## src/rtl/network_driver.sv

```systemverilog
// Host-side inference sequencer for `network`: accepts one sample, clears and runs the
// bitstream, captures the result. Optional sample counter under NETWORK_DRIVER_COUNT_EN.
module network_driver #(
    parameter int INPUT_SIZE  = 2,
    parameter int OUTPUT_SIZE = 1,
    parameter int STREAM_LEN  = 256,
    parameter int CAPTURE_LAT = 1,
    parameter int MAX_VAL     = 255
) (
    input  logic                      clk,
    input  logic                      n_rst,
    input  logic                      in_valid,
    output logic                      in_ready,
    input  logic [32*INPUT_SIZE-1:0]  in_data,
    output logic                      out_valid,
    input  logic                      out_ready,
    output logic [32*OUTPUT_SIZE-1:0] out_data,
    output logic [32*INPUT_SIZE-1:0]  net_input,
    output logic                      net_n_rst,
    output logic                      net_compute,
`ifdef NETWORK_DRIVER_COUNT_EN
    output logic [15:0]               sample_count,
`endif
    input  logic [32*OUTPUT_SIZE-1:0] net_output
);

    localparam int CW = $clog2(STREAM_LEN + 1);
    localparam int LW = (CAPTURE_LAT > 1) ? $clog2(CAPTURE_LAT + 1) : 1;

    typedef enum logic [2:0] {
        IDLE,
        CLEAR,
        RUN,
        CAPTURE,
        WAIT,
        DONE
    } state_t;

    state_t                    state, next_state;
    logic                      started;
    logic [CW-1:0]             run_cnt;
    logic [LW-1:0]             lat_cnt;
    logic                      accept;
    logic                      capture_en;
    logic [32*INPUT_SIZE-1:0]  clamped;

    function automatic logic [31:0] clamp(input logic signed [31:0] v);
        if (v < 0)
            return 32'd0;
        else if (v > MAX_VAL)
            return 32'(MAX_VAL);
        else
            return v;
    endfunction

    always_comb begin
        clamped = '0;
        for (int i = 0; i < INPUT_SIZE; i++)
            clamped[32*i +: 32] = clamp(in_data[32*i +: 32]);
    end

    // NOTE: every signal driven here gets a default first, so no path can infer a latch.
    always_comb begin
        next_state  = state;
        in_ready    = started && (state == IDLE);
        out_valid   = (state == DONE);
        net_n_rst   = started && (state != CLEAR);
        net_compute = (state == CAPTURE);
        accept      = in_ready && in_valid;
        capture_en  = 1'b0;
        case (state)
            IDLE:    if (accept) next_state = CLEAR;
            CLEAR:   next_state = RUN;
            RUN:     if (run_cnt == CW'(STREAM_LEN - 1)) next_state = CAPTURE;
            CAPTURE: begin
                if (CAPTURE_LAT == 0) begin
                    next_state = DONE;
                    capture_en = 1'b1;
                end else begin
                    next_state = WAIT;
                end
            end
            WAIT: begin
                if (lat_cnt == LW'(CAPTURE_LAT - 1)) begin
                    next_state = DONE;
                    capture_en = 1'b1;
                end
            end
            DONE:    if (out_ready) next_state = IDLE;
            default: next_state = IDLE;
        endcase
    end

    // NOTE: sequential state uses non-blocking assignments so all registers update together.
    always_ff @(posedge clk or negedge n_rst) begin
        if (!n_rst) begin
            state     <= IDLE;
            started   <= 1'b0;
            run_cnt   <= '0;
            lat_cnt   <= '0;
            net_input <= '0;
            out_data  <= '0;
        end else begin
            state   <= next_state;
            started <= 1'b1;
            if (state == CLEAR)
                run_cnt <= '0;
            else if (state == RUN)
                run_cnt <= run_cnt + 1'b1;
            if (state == CAPTURE)
                lat_cnt <= '0;
            else if (state == WAIT)
                lat_cnt <= lat_cnt + 1'b1;
            if (accept)
                net_input <= clamped;
            if (capture_en)
                out_data <= net_output;
        end
    end

`ifdef NETWORK_DRIVER_COUNT_EN
    always_ff @(posedge clk or negedge n_rst) begin
        if (!n_rst)
            sample_count <= '0;
        else if (out_valid && out_ready)
            sample_count <= sample_count + 16'd1;
    end
`endif

endmodule

```

## config.mk

```make
export PLATFORM = sky130hd
export DESIGN_NAME = network_driver
export DESIGN_NICKNAME = d
export VERILOG_FILES = /design/src/rtl/network_driver.sv
export SDC_FILE = /design/constraint.sdc
export NUM_CORES = 1
export LEC_CHECK = 0
export BUFFER_PORTS_ARGS = -buffer_cell sky130_fd_sc_hd__buf_2
export CAP_MARGIN = 20
export CORE_UTILIZATION = 50
export CTS_CLUSTER_DIAMETER = 120
export DETAILED_ROUTE_END_ITERATION = 10
export PLACE_DENSITY = 0.87
export SYNTH_ARGS = -nofsm -noshare
export SYNTH_HDL_FRONTEND = slang
export SYNTH_SLANG_ARGS = --single-unit
```

## constraint.sdc

```tcl
create_clock -name clk -period 5.1 [get_ports clk]
set_clock_uncertainty 0.15 [all_clocks]
set_input_delay 1.02 -clock clk [delete_from_list [all_inputs] [get_ports clk]]
set_output_delay 1.02 -clock clk [all_outputs]
set_load 0.005 [all_outputs]
```

# After elaboration in Yosys (flattened, before gate mapping)
# Cells that the tools add are included.
[classes] addsub=2 order_cmp=4 n_eq_ne=11 n_mux=15 reduce_logical=7
[ops] operator="two-way mux 32 bit" count=4
[ops] operator="greater-than comparator 32 x 9 -> 1 bit, second input constant" count=2
[ops] operator="less-than comparator 32 x 1 -> 1 bit, second input constant" count=2
[ops] operator="two-way mux 9 bit" count=2
[ops] operator="case mux 3 bit (6 select lines)" count=1
[ops] operator="two-way mux 3 bit" count=4
[ops] operator="adder 9 x 1 -> 9 bit, second input constant" count=1
[ops] operator="== test 9 x 8 -> 1 bit, second input constant" count=1
[ops] operator="== test 3 x 2 -> 1 bit, second input constant" count=2
[ops] operator="== test 3 bit, second input constant" count=2
[ops] operator="!= test 2 bit, second input constant" count=3
[ops] operator="two-way mux 1 bit" count=4
[ops] operator="AND reduction 4 bit" count=1
[ops] operator="nonzero test 2 bit" count=2
[ops] operator="== test 3 x 1 -> 1 bit, second input constant" count=1
[ops] operator="logical AND 1 bit" count=3
[ops] operator="logical NOT 3 bit" count=1
[ops] operator="!= test 3 x 1 -> 1 bit, second input constant" count=1
[ops] operator="!= test 2 x 1 -> 1 bit, second input constant" count=1
[ops] operator="adder 1 bit, second input constant" count=1
[word_totals] reg_bits=110 inputBits=100 output_inout_bits=100 elab_cells=45

# Longest topological paths before layout
# Gate-level depths: netlist of run 1.
[logic_depth] ltp_word=5 depth_mapped=6 ltp_nobuf=6

# Worst setup path after synthesis of run 1
# No wires, ideal clock.
[synth_path] path_kind="input-to-reg" start="in in_data[26]" end="reg net_input[0]" setup_ns=0.121 t_arrival_ns=2.071 required_time_ns=4.829 setup_slack_ns=2.758 cell_stages=4 path_buffers=0 cell_sequence="or4_1 > nor2_2 > nand3b_1 > a22o_1"
[synth_via] elab_chain_cells=3
[synth_lines] element="from (decl)" line="14" rtl="input logic [32*INPUT_SIZE-1:0] in_data,"
[synth_lines] element="greater-than comparator 32 x 9 -> 1 bit" line="50" rtl="else if (v > MAX_VAL)"
[synth_lines] element="two-way mux 32 bit" line="50"
[synth_lines] element="two-way mux 32 bit *" line="48" rtl="if (v < 0)"
[synth_lines] element="to (signal assigned)" line="115" rtl="net_input <= clamped;"
[synth_lines] element="to (decl)" line="18" rtl="output logic [32*INPUT_SIZE-1:0] net_input,"
# Mark *: on every way between the ends. The rest lies on a longest branch, timed or not.
# A chain may end at the register's enable or synchronous reset.

# Final worst setup path of run 1
[layout_path] start="reg state[0]" end="out net_n_rst"
[layout_via] elab_chain_cells=2
[layout_lines] element="from (decl)" line="39" rtl="state_t state, next_state;"
[layout_lines] element="from (signal assigned)" line="104" rtl="state <= next_state;"
[layout_lines] element="!= test 3 x 1 -> 1 bit" line="67" rtl="net_n_rst = started && (state != CLEAR);"
[layout_lines] element="logical AND 1 bit" line="67"
[layout_lines] element="to (decl)" line="19" rtl="output logic net_n_rst,"
# Every way passes these cells.

==> key figures, run 1 <==
Floorplanning
  • Starting Density: 51.5%
  • Boundary Pins: 200
  • Die height: ~94 um
  • Horizontal extent of the die: approximately 94 um
  • Row Count: 33
  • Die area: 8790 sq um
  • Placeable Area: a little over 8000 sq um

Global route
  • Via count of the first global-routing pass: 3048
  • Antenna violations before repair: 0
  • Overflow left after global routing: 0
  • Pin count of the biggest net entering global routing: 83
  • Total GRT Usage: 21.3%
  • Wire length of the first global-routing pass: around 14 mm

Placement
  • Instance area after placement: 5260 sq um
  • DP HPWL: 6.77 mm
  • Input/output buffers: slightly below 200
  • Count of placed standard cells including taps: roughly 600
  • Final RePlAce weighted congestion: 0.826

Clocking
  • Number of levels the H-tree was split into: 3
  • Clock-pin slew reported for the worst setup and hold paths after clock tree synthesis: 0.10 ns
  • Number of buffers on the longest clock path: 2
  • Post-cts resize count: 0
  • Cell at the root of the clock tree: sky130_fd_sc_hd__clkbuf_8
  • Clock Sink Count: 108
  • Number of buffers created by CTS: 9
  • Clock insertion delay at the later pin of the skew report: roughly 0.36 ns
  • Clock tree from TritonCTS: built
  • Hold-fix buffer count after cts: 0
  • Post-CTS Setup Repair Bufs: 0

Finish
  • Layout cells sized above 1: 49.8%
  • Area delta synth->final: 29.3%
  • Count of fill cells added during filler insertion: 625
  • Area of the multi-input gates: 1410 sq um
  • Final cell count without fillers: slightly above 600
  • FF/Latch Area: about 2700 sq um
  • Final cell area excluding filler cells: around 5400 sq um
  • Final-stage net count: 611
  • Antenna diode count: 0

Worst setup path
  • Critical path fanouts, max: 11
  • Arrival @ worst endpoint: approximately 1.7 ns
  • Length in cells of the worst reg-to-reg path: 4
  • CP endpoint kind: output port
  • CP required: 3.93 ns
  • Type of element launching the critical path: flop
  • Type of the worst setup path: flop to output port

Route
  • First-pass iteration count of the detailed router: 3
  • Residual DRC: 0
  • Drt first-iter violations: 92
  • WL/cell: roughly 14 um
  • Total length of routed wires: approximately 9 mm
  • Number of antenna-violating nets in the routed design: 0
  • Via count: slightly above 3000
  • Number of vias per cell: 5.02

Pwr
  • Worst VDD drop: 109 uV
  • Areal power density over the cells: 257 nW/um^2
  • Leakage power summed over all cells: 3.08 nW
  • Overall power consumption: 1.40 mW

Timing
  • Count of final hold-check violations: 0
  • Final Slew Violations: 0
  • Unrepaired setup endpoints after global routing: false
  • Worst-margin pin slew: between 0.9 and 1 ns
  • Max Fclk: 344 MHz
  • Rel. slew slack: between 30% and 40%
  • # setup viols final: 0
  • Setup TNS: 0 ns
  • Minimum clock period after layout: just under 3 ns
  • Final clock period utilization by the worst path: 57.0%

Synthesis
  • Register area share after synthesis: approximately 64%
  • Mean instance size in the synthesized netlist: 13.4 sq um
  • Synth warnings: 0
  • Number of unique standard cell types used by synthesis: 36
  • Synthesized instance count: 314
  • Post-synthesis instance area: 4210 sq um
  • Register bit total from synthesis: 108

Min path
  • Hold Path Class: flop to flop
  • Depth of the worst hold-timing path: 1

Run
  • Count of maximum capacitance violations: 0

Status
  • Result of the run: finished clean
## layout make-up
| class | instances | share of cell area [%] |
|---|---|---|
| clock buffers | 10 | 2.34 |
| clock inverters | 6 | 1.01 |
| inverters | 3 | 0.207 |
| multi-input cells | 188 | 26.0 |
| flip-flops and latches | 108 | 49.6 |
| well taps | 105 | 2.41 |
| repair buffers | 199 | 18.4 |
## kinds of logic after synthesis
kind of cell,Yosys count,synth area share [%]
other,2,0.178
AOI/OAI and AO/OA,30,5.20
adders and majority gates,2,0.594
muxes,35,9.27
buffers and inverters,19,2.41
DFF,108,64.2
and+or+nand+nor,118,18.2
## per-stage QoR
stage	setup WS (ns)	hold WS [ns]	util (%)
floorplan	2.76	0.295	-
global placement	2.59	0.316	64.4
detailed placement	2.50	0.315	64.4
CTS	2.18	0.340	66.6
global route	2.12	0.353	66.6
finish	2.19	0.334	66.6
## sequential cells by signal, summed over array words and instances, names as in the netlist
register / cells
started: 1
out_data: 32
lat_cnt: 1
run_cnt: 9
net_input: 62
state: 3
## final timing paths
path | start | end | slack, ns
hold / removal | net_input[49]$_DFFE_PN0P_ | net_input[49]$_DFFE_PN0P_ | 0.33
min in group asynchronous | n_rst | out_data[14]$_DFFE_PN0P_ | 0.64
setup / recovery | state[0]$_DFFE_PN0P_ | net_n_rst | 2.19
max in group asynchronous | n_rst | net_input[16]$_DFFE_PN0P_ | 3.25
setup reg to reg | state[0]$_DFFE_PN0P_ | net_input[2]$_DFFE_PN0P_ | 2.74
hold reg to reg | net_input[49]$_DFFE_PN0P_ | net_input[49]$_DFFE_PN0P_ | 0.33
## cell usage after synthesis (all sizes together)
cell type	n	share of area (%)
nor2	11	1.2
nand2b	2	0.30
nand2	11	1.0
nor2b	1	0.15
and4	2	0.42
nor4b	1	0.56
mux2	32	8.6
a22o	17	3.5
clkbuf	7	0.62
a21oi	7	0.83
nor4	8	1.2
o21bai	1	0.18
dfrtp	108	64
and2	49	7.3
mux2i	3	0.71
or3b	2	0.48
inv	3	0.27
or4	4	0.71
nand3b	17	3.0
nor3	1	0.39
nand3	5	0.71
and3b	1	0.21
nor3b	2	0.36
a31oi	1	0.15
o22ai	1	0.15
ha	2	0.59
conb	2	0.18
buf	9	1.5
nand4	1	0.15
o21ai	3	0.36
## critical path, cell delays in order (launching register included)
cell and delay (ns):
sky130_fd_sc_hd__dfrtp_1 0.57, sky130_fd_sc_hd__or3b_1 0.50, sky130_fd_sc_hd__and2_1 0.20, sky130_fd_sc_hd__buf_2 0.12
## metal layers
metal,global-route usage (%),share of wire [%],up-vias
met1,24.9,40,1492
met2,37.9,52,132
met3,3.40,6.0,14
met5,0,0,-
met4,10.4,2.5,0
li1,-,-,1470
## where the power goes
group	leakage (nW)	switching (mW)	internal [mW]
combinational	1.50	0.0275	0.0311
clock	0.0869	0.295	0.187
sequential	1.49	0.000370	0.856
## layout by cell type (no fill, tap or decap), drive strengths merged, types with 6 or more instances in the layout
master / instances
buf: 199
dfrtp: 108
and2: 49
mux2: 32
nand3b: 17
a22o: 17
nand2: 11
nor2: 11
clkbuf: 10
nor4: 8
a21oi: 7
inv: 6
No activity file was read; power rests on OpenSTA's default activity.
==> run 2, diff against run 1 <==
- ABC_AREA: unset -> 1
- CORE_UTILIZATION: 50 -> 47
- PLACE_DENSITY: 0.87 -> 0.82
- clock period: 5.1 -> 2.7 ns (I/O delays scaled with it)
==> key figures, run 2 <==
Synthesis
  • Register bit total from synthesis: 108 (unchanged)
  • Register area share after synthesis: 60.7% (was 64.2%)
  • Ranking of synthesized cells by instance count: 146 x sky130_fd_sc_hd__nand2_1, 108 x sky130_fd_sc_hd__dfrtp_1, 80 x sky130_fd_sc_hd__inv_1 (was 108 x sky130_fd_sc_hd__dfrtp_1, 49 x sky130_fd_sc_hd__and2_1, 32 x sky130_fd_sc_hd__mux2_2)
  • Main area contributors after synthesis: sky130_fd_sc_hd__dfrtp_1 61%, sky130_fd_sc_hd__nand2_1 12%, sky130_fd_sc_hd__mux2_2 8.1% (was sky130_fd_sc_hd__dfrtp_1 64%, sky130_fd_sc_hd__mux2_2 8.6%, sky130_fd_sc_hd__and2_1 7.3%)
  • Post-synth ARST share: 100% (unchanged)
  • Most used flip-flop cell after synthesis: sky130_fd_sc_hd__dfrtp_1 (unchanged)
  • Mean instance size in the synthesized netlist: 9.78 sq um (was 13.4 sq um)
  • Synthesized instance count: 455 (was 314)
  • Synth warnings: 0 (unchanged)
  • Post-synthesis instance area: 4450 sq um (was 4210 sq um)
  • Top cell type's share of synthesized area: 60.7% (was 64.2%)
  • Count of flip-flops with a built-in enable after synthesis: 0 (unchanged)
  • Largest area contributor in the synthesized netlist: sky130_fd_sc_hd__dfrtp_1 (unchanged)
  • Most frequent cell after synthesis: sky130_fd_sc_hd__nand2_1 (was sky130_fd_sc_hd__dfrtp_1)
  • Number of unique standard cell types used by synthesis: 25 (was 36)

Timing
  • Final clock period utilization by the worst path: 85.8%
  • Worst-margin pin slew: 0.760 ns (was 0.944 ns)
  • Slack of the critical path: 0.383 ns (was 2.19 ns)
  • # setup viols final: 0 (unchanged)
  • Rel. slew slack: 49.3% (was 36.8%)
  • Max Fclk: 432 MHz
  • Setup TNS: 0 ns (unchanged)
  • Count of final hold-check violations: 0 (unchanged)
  • Unrepaired setup endpoints after global routing: false (unchanged)
  • Final Slew Violations: 0 (unchanged)
  • Minimum clock period after layout: 2.32 ns

Pwr
  • Leakage power summed over all cells: 3.59 nW (was 3.08 nW)
  • Worst VDD drop: 484 uV (was 109 uV)
  • Areal power density over the cells: 793 nW/um^2 (was 257 nW/um^2)
  • Overall power consumption: 4.49 mW (was 1.40 mW)

Global route
  • Overflow left after global routing: 0 (unchanged)
  • Wire length of the first global-routing pass: 16.1 mm (was 14.1 mm)
  • Antenna violations before repair: 0 (unchanged)
  • Pin count of the biggest net entering global routing: 66 (was 83)
  • Total GRT Usage: 20.7% (was 21.3%)
  • Via count of the first global-routing pass: 3671 (was 3048)

Floorplanning
  • Die area: 9860 sq um (was 8790 sq um)
  • Row Count: 35 (was 33)
  • Horizontal extent of the die: 99.3 um (was 93.8 um)
  • Placeable Area: 9200 sq um (was 8180 sq um)
  • Die height: 99.3 um (was 93.8 um)
  • Boundary Pins: 200 (unchanged)
  • Starting Density: 48.4% (was 51.5%)

Finish
  • Count of fill cells added during filler insertion: 808 (was 625)
  • Antenna diode count: 0 (unchanged)
  • Max reg flops: 62 (unchanged)
  • Final-stage net count: 757 (was 611)
  • Commonest non-fill, non-tap cell in the layout: sky130_fd_sc_hd__buf_2 (unchanged)
  • Final cell count without fillers: 771 (was 619)
  • Biggest registers after layout: net_input: 62 flops, out_data: 32 flops, run_cnt: 9 flops (unchanged)
  • Commonest cells after routing, fill and taps aside: 196 x sky130_fd_sc_hd__buf_2, 146 x sky130_fd_sc_hd__nand2_1, 108 x sky130_fd_sc_hd__dfrtp_1 (was 196 x sky130_fd_sc_hd__buf_2, 108 x sky130_fd_sc_hd__dfrtp_1, 49 x sky130_fd_sc_hd__and2_1)
  • Top register by number of flip-flops: net_input (unchanged)
  • Layout cells sized above 1: 38.6% (was 49.8%)
  • Area delta synth->final: 27.3% (was 29.3%)

Worst setup path
  • Category of cells accounting for the largest share of critical-path delay: flip-flops (was simple AND/OR/NAND/NOR gates)
  • Largest stage delay, worst path: 0.45 ns (was 0.57 ns)
  • CP endpoint kind: output port (unchanged)
  • Arrival @ worst endpoint: 1.63 ns (was 1.74 ns)
  • Most frequent cell on the critical path: sky130_fd_sc_hd__inv_1
  • Critical path fanouts, max: 6 (was 11)
  • Cell at the slowest stage of the critical path: sky130_fd_sc_hd__dfrtp_1 (unchanged)
  • Type of the worst setup path: flop to output port (unchanged)
  • CP required: 2.01 ns (was 3.93 ns)
  • Critical path buffers and inverters: 4 (was 1)
  • Critical path, cell by cell: inv_1 -> nor3_1 -> inv_1 -> nand2_1 -> inv_1 -> buf_2 (was or3b_1 -> and2_1 -> buf_2)
  • Type of element launching the critical path: flop (unchanged)

Clocking
  • Number of buffers created by CTS: 9 (unchanged)
  • Number of levels the H-tree was split into: 3 (unchanged)
  • Clock-pin slew reported for the worst setup and hold paths after clock tree synthesis: 0.11 ns (was 0.10 ns)
  • Clock Sink Count: 108 (unchanged)
  • Number of buffers on the longest clock path: 2 (unchanged)
  • Post-CTS Setup Repair Bufs: 0 (unchanged)
  • Post-cts resize count: 0 (unchanged)
  • Cell at the root of the clock tree: sky130_fd_sc_hd__clkbuf_8 (unchanged)
  • Clock insertion delay at the later pin of the skew report: 0.36 ns (about the same)
  • Clock tree from TritonCTS: built (unchanged)

Placement
  • Setup WS pre-CTS: 0.641 ns (was 2.50 ns)
  • Input/output buffers: 197 (unchanged)
  • Count of placed standard cells including taps: 754 (was 603)
  • DP HPWL: 7.52 mm (was 6.77 mm)
  • Final RePlAce weighted congestion: 0.823 (was 0.826)

Run
  • Count of maximum capacitance violations: 0 (unchanged)

Min path
  • Hold Path Class: primary input to flop (was flop to flop)

Route
  • Number of antenna-violating nets in the routed design: 0 (unchanged)
  • Total length of routed wires: 9.79 mm (was 8.97 mm)
  • Drt first-iter violations: 130 (was 92)
  • WL/cell: 12.7 um (was 14.5 um)
  • Number of vias per cell: 4.68 (was 5.02)
  • Residual DRC: 0 (unchanged)
  • Via count: 3608 (was 3108)
  • First-pass iteration count of the detailed router: 4 (was 3)

Status
  • Result of the run: finished clean (unchanged)
-- run 2: timing repair --
item,CTS,global route
setup endpoints to repair,0,0
hold buffers,1,0
endpoints found under the hold margin,15,0
-- run 2: per-stage QoR --
| step | hold slack, ns | util [%] | cell area [sq um] |
|---|---|---|---|
| floorplan | 0.0944 | - | 4450 |
| global placement | 0.261 | 59.6 | 5480 |
| detailed placement | 0.266 | 59.6 | 5480 |
| CTS | 0.234 | 61.6 | 5660 |
| global route | 0.242 | 61.6 | 5660 |
| finish | 0.251 | 61.6 | 5660 |
-- run 2: cell families (layout without fill, tap and decap cells) --
group / count (synthesis) / in the layout / share of synthesized area [%]
buffers and inverters: 94 / 298 / 9.64
other: 2 / 3 / 0.169
AND/OR/NAND/NOR: 203 / 203 / 18.8
multiplexers: 33 / 33 / 8.32
adder cells (fa/ha/maj): 2 / 2 / 0.562
AO/OA/AOI/OAI: 13 / 13 / 1.80
flip-flops: 108 / 108 / 60.7
-- run 2: path summary, 6_finish.rpt --
kind / start / end / slack [ns] / cells after the start
max: state[0]$_DFFE_PN0P_ / net_n_rst / 0.38 / 6
min: net_output[2] / out_data[2]$_DFFE_PN0P_ / 0.25 / 2
max reg2reg: state[1]$_DFFE_PN0P_ / out_data[1]$_DFFE_PN0P_ / 0.64 / 3
min reg2reg: net_input[43]$_DFFE_PN0P_ / net_input[43]$_DFFE_PN0P_ / 0.32 / 2
max in group asynchronous: n_rst / net_input[19]$_DFFE_PN0P_ / 1.21 / 3
min in group asynchronous: n_rst / out_data[27]$_DFFE_PN0P_ / 0.41 / 2
-- run 2: area by class of cell --
cell class	count	area, sq um	area share (%)
Clock buffer	10	128	2.25
Clock inverter	6	47.5	0.839
Inverter	81	304	5.37
Multi-Input combinational cell	254	1320	23.3
Sequential cell	108	2700	47.7
Tap cell	111	139	2.45
Timing Repair Buffer	201	1020	18.0
-- run 2: report_power, final --
group	internal (mW)	switching, mW
Sequential	2.01	0.242
Clock	0.345	0.543
Combinational	0.671	0.677
Total	3.03	1.46
-- run 2: per-layer routing --
metal | share of wire (%) | GRT usage (%)
met1 | 38 | 22.7
met2 | 54 | 38.9
met3 | 5.0 | 3.65
met4 | 2.6 | 9.05
met5 | 0 | 0
-- run 2: worst reg2reg max path: stages (launching register included) --
cell,delay [ns]
sky130_fd_sc_hd__dfrtp_1,0.47
sky130_fd_sc_hd__nor2_4,0.19
sky130_fd_sc_hd__nand3_2,0.60
sky130_fd_sc_hd__mux2_2,0.53
==> run 3, diff against run 2 <==
- PLACE_DENSITY: 0.82 -> 0.8
==> key figures, run 3 (same netlist as run 2, synthesis figures left out) <==
Route
  • WL/cell: 11.7 um (was 12.7 um)
  • Drt first-iter violations: 60 (was 130)
  • Via count: 3525 (was 3608)
  • Number of antenna-violating nets in the routed design: 0 (unchanged)
  • Residual DRC: 2 (was 0)
  • Total length of routed wires: 9.00 mm (was 9.79 mm)
  • Number of vias per cell: 4.58 (was 4.68)
  • First-pass iteration count of the detailed router: 7 (was 4)

Finish
  • FF/Latch Area: 2700 sq um (unchanged)
  • Antenna diode count: 0 (unchanged)
  • Max reg flops: 62 (unchanged)
  • Top register by number of flip-flops: net_input (unchanged)
  • Area of the multi-input gates: 1320 sq um (unchanged)
  • Layout cells sized above 1: 38.5% (was 38.6%)
  • Commonest non-fill, non-tap cell in the layout: sky130_fd_sc_hd__buf_2 (unchanged)
  • Commonest cells after routing, fill and taps aside: 196 x sky130_fd_sc_hd__buf_2, 146 x sky130_fd_sc_hd__nand2_1, 108 x sky130_fd_sc_hd__dfrtp_1 (unchanged)
  • Area delta synth->final: 27.4% (was 27.3%)
  • Count of fill cells added during filler insertion: 777 (was 808)
  • Final-stage net count: 756 (was 757)
  • Biggest registers after layout: net_input: 62 flops, out_data: 32 flops, run_cnt: 9 flops (unchanged)

Worst setup path
  • CP endpoint kind: output port (unchanged)
  • Arrival @ worst endpoint: 1.64 ns (was 1.63 ns)
  • Type of element launching the critical path: flop (unchanged)
  • Type of the worst setup path: flop to output port (unchanged)
  • Worst reg2reg startpoint: state[1]$_DFFE_PN0P_ (unchanged)
  • Length in cells of the worst reg-to-reg path: 3 (unchanged)
  • Worst-case register-to-register setup slack: 0.63 ns (was 0.64 ns)
  • Critical path fanouts, max: 6 (unchanged)
  • CP required: 2.01 ns (about the same)
  • Worst R2R End: out_data[24]$_DFFE_PN0P_ (was out_data[1]$_DFFE_PN0P_)

Clocking
  • Number of buffers created by CTS: 9 (unchanged)
  • Clock insertion delay at the later pin of the skew report: 0.36 ns (about the same)
  • Clock Sink Count: 108 (unchanged)
  • Clock tree from TritonCTS: built (unchanged)
  • Post-CTS Setup Repair Bufs: 0 (unchanged)
  • Number of buffers on the longest clock path: 2 (unchanged)
  • Number of levels the H-tree was split into: 3 (unchanged)
  • Hold-fix buffer count after cts: 1 (unchanged)
  • Clock-pin slew reported for the worst setup and hold paths after clock tree synthesis: 0.11 ns (about the same)
  • Post-cts resize count: 0 (unchanged)
  • Cell at the root of the clock tree: sky130_fd_sc_hd__clkbuf_8 (unchanged)

Floorplanning
  • Die area: 9860 sq um (unchanged)
  • Boundary Pins: 200 (unchanged)
  • Placeable Area: 9200 sq um (unchanged)
  • Die height: 99.3 um (unchanged)
  • Horizontal extent of the die: 99.3 um (unchanged)
  • Row Count: 35 (unchanged)
  • Starting Density: 48.4% (unchanged)

Placement
  • Final RePlAce weighted congestion: 0.791 (was 0.823)
  • Input/output buffers: 197 (unchanged)
  • Setup WS pre-CTS: 0.607 ns (was 0.641 ns)
  • DP HPWL: 6.79 mm (was 7.52 mm)

Pwr
  • Leakage power summed over all cells: 3.59 nW (about the same)
  • Power Internal: 3.03 mW (about the same)
  • Worst VDD drop: 352 uV (was 484 uV)
  • Power spent charging and discharging nets: 1.43 mW (was 1.46 mW)
  • Areal power density over the cells: 787 nW/um^2 (was 793 nW/um^2)
  • Clock network power share: 19.9% (was 19.8%)
  • Combinational cell fraction of total power: 30.0% (about the same)
  • Sequential Power Share: 50.1% (was 50.2%)
  • Switching share of power: 32.0% (was 32.5%)

Timing
  • Worst-margin pin slew: 0.779 ns (was 0.760 ns)
  • Count of final hold-check violations: 0 (unchanged)
  • Final Slew Violations: 0 (unchanged)
  • Setup TNS: 0 ns (unchanged)
  • Slack of the critical path: 0.369 ns (was 0.383 ns)
  • Rel. slew slack: 48.0% (was 49.3%)
  • Unrepaired setup endpoints after global routing: false (unchanged)
  • Minimum clock period after layout: 2.33 ns (was 2.32 ns)
  • Final clock period utilization by the worst path: 86.3% (was 85.8%)
  • # setup viols final: 0 (unchanged)
  • Max Fclk: 429 MHz (was 432 MHz)

Status
  • Result of the run: finished, violations left (was finished clean)
  • Violations in the final reports: design-rule violations

Min path
  • Depth of the worst hold-timing path: 2 (unchanged)
  • Capture endpoint of the worst hold path: out_data[26]$_DFFE_PN0P_ (was out_data[2]$_DFFE_PN0P_)
  • Hold Path Class: primary input to flop (unchanged)
  • Worst hold path startpoint: net_output[26] (was net_output[2])

Global route
  • Total GRT Usage: 18.5% (was 20.7%)
  • Wire length of the first global-routing pass: 14.6 mm (was 16.1 mm)
  • Antenna violations before repair: 0 (unchanged)
  • Pin count of the biggest net entering global routing: 66 (unchanged)
  • Via count of the first global-routing pass: 3412 (was 3671)
  • Overflow left after global routing: 0 (unchanged)

Run
  • Count of maximum capacitance violations: 0 (unchanged)
## run 3: changes by cell type in the layout (fill, tap and decap cells not counted)
cell,before,now
sky130_fd_sc_hd__clkinv_4,2,3
sky130_fd_sc_hd__buf_4,4,2
sky130_fd_sc_hd__clkinvlp_4,1,0
sky130_fd_sc_hd__buf_12,0,1
## run 3: power by group through the flow
stage	logic [mW]	clock network, mW	registers, mW
finish	1.34	0.887	2.23
global placement	1.29	0	2.25
floorplan	0.748	0	2.29
detailed placement	1.36	0	2.26
global route	1.48	0.994	2.28
CTS	1.36	0.928	2.24
## run 3: cell type report
type / instances / area share [%]
Sequential cell: 108 / 47.7
Multi-Input combinational cell: 254 / 23.3
Timing Repair Buffer: 200 / 18.1
Inverter: 81 / 5.36
Tap cell: 111 / 2.45
Clock buffer: 10 / 2.25
Clock inverter: 6 / 0.861
## run 3: per-layer routing
metal  track usage [%]  part of all wire [%]  vias up
li1                  -                     -     1752
met1              19.9                    40     1647
met2              35.5                    53      115
met3              3.51                   5.0       11
met4              7.69                   1.5        0
met5                 0                     0        -
## run 3: per-stage QoR
step	utilization (%)	power [mW]	instances	area [sq um]	hold WS, ns
floorplan	-	3.03	456	4450	0.0944
global placement	59.6	3.54	753	5480	0.293
detailed placement	59.6	3.62	753	5480	0.297
CTS	61.7	4.52	770	5670	0.233
global route	61.7	4.75	770	5670	0.224
finish	61.7	4.46	770	5670	0.251
## run 3: critical path: stages (launching register included)
cell and delay (ns):
sky130_fd_sc_hd__dfrtp_1 0.45, sky130_fd_sc_hd__inv_1 0.11, sky130_fd_sc_hd__nor3_1 0.30, sky130_fd_sc_hd__inv_1 0.18, sky130_fd_sc_hd__nand2_1 0.09, sky130_fd_sc_hd__inv_1 0.05
sky130_fd_sc_hd__buf_2 0.12
## run 3: worst max path at each step
stage	from	endpoint	slack (ns)	cells past startpoint
2_1_floorplan	state[1]$_DFFE_PN0P_	net_n_rst	1.04	4
3_3_place_gp	state[1]$_DFFE_PN0P_	out_data[28]$_DFFE_PN0P_	0.72	3
3_5_place_dp	state[1]$_DFFE_PN0P_	out_data[28]$_DFFE_PN0P_	0.61	3
4_1_cts	state[0]$_DFFE_PN0P_	net_n_rst	0.37	6
5_1_grt	state[0]$_DFFE_PN0P_	net_n_rst	0.22	6
6_report	state[0]$_DFFE_PN0P_	net_n_rst	0.37	6
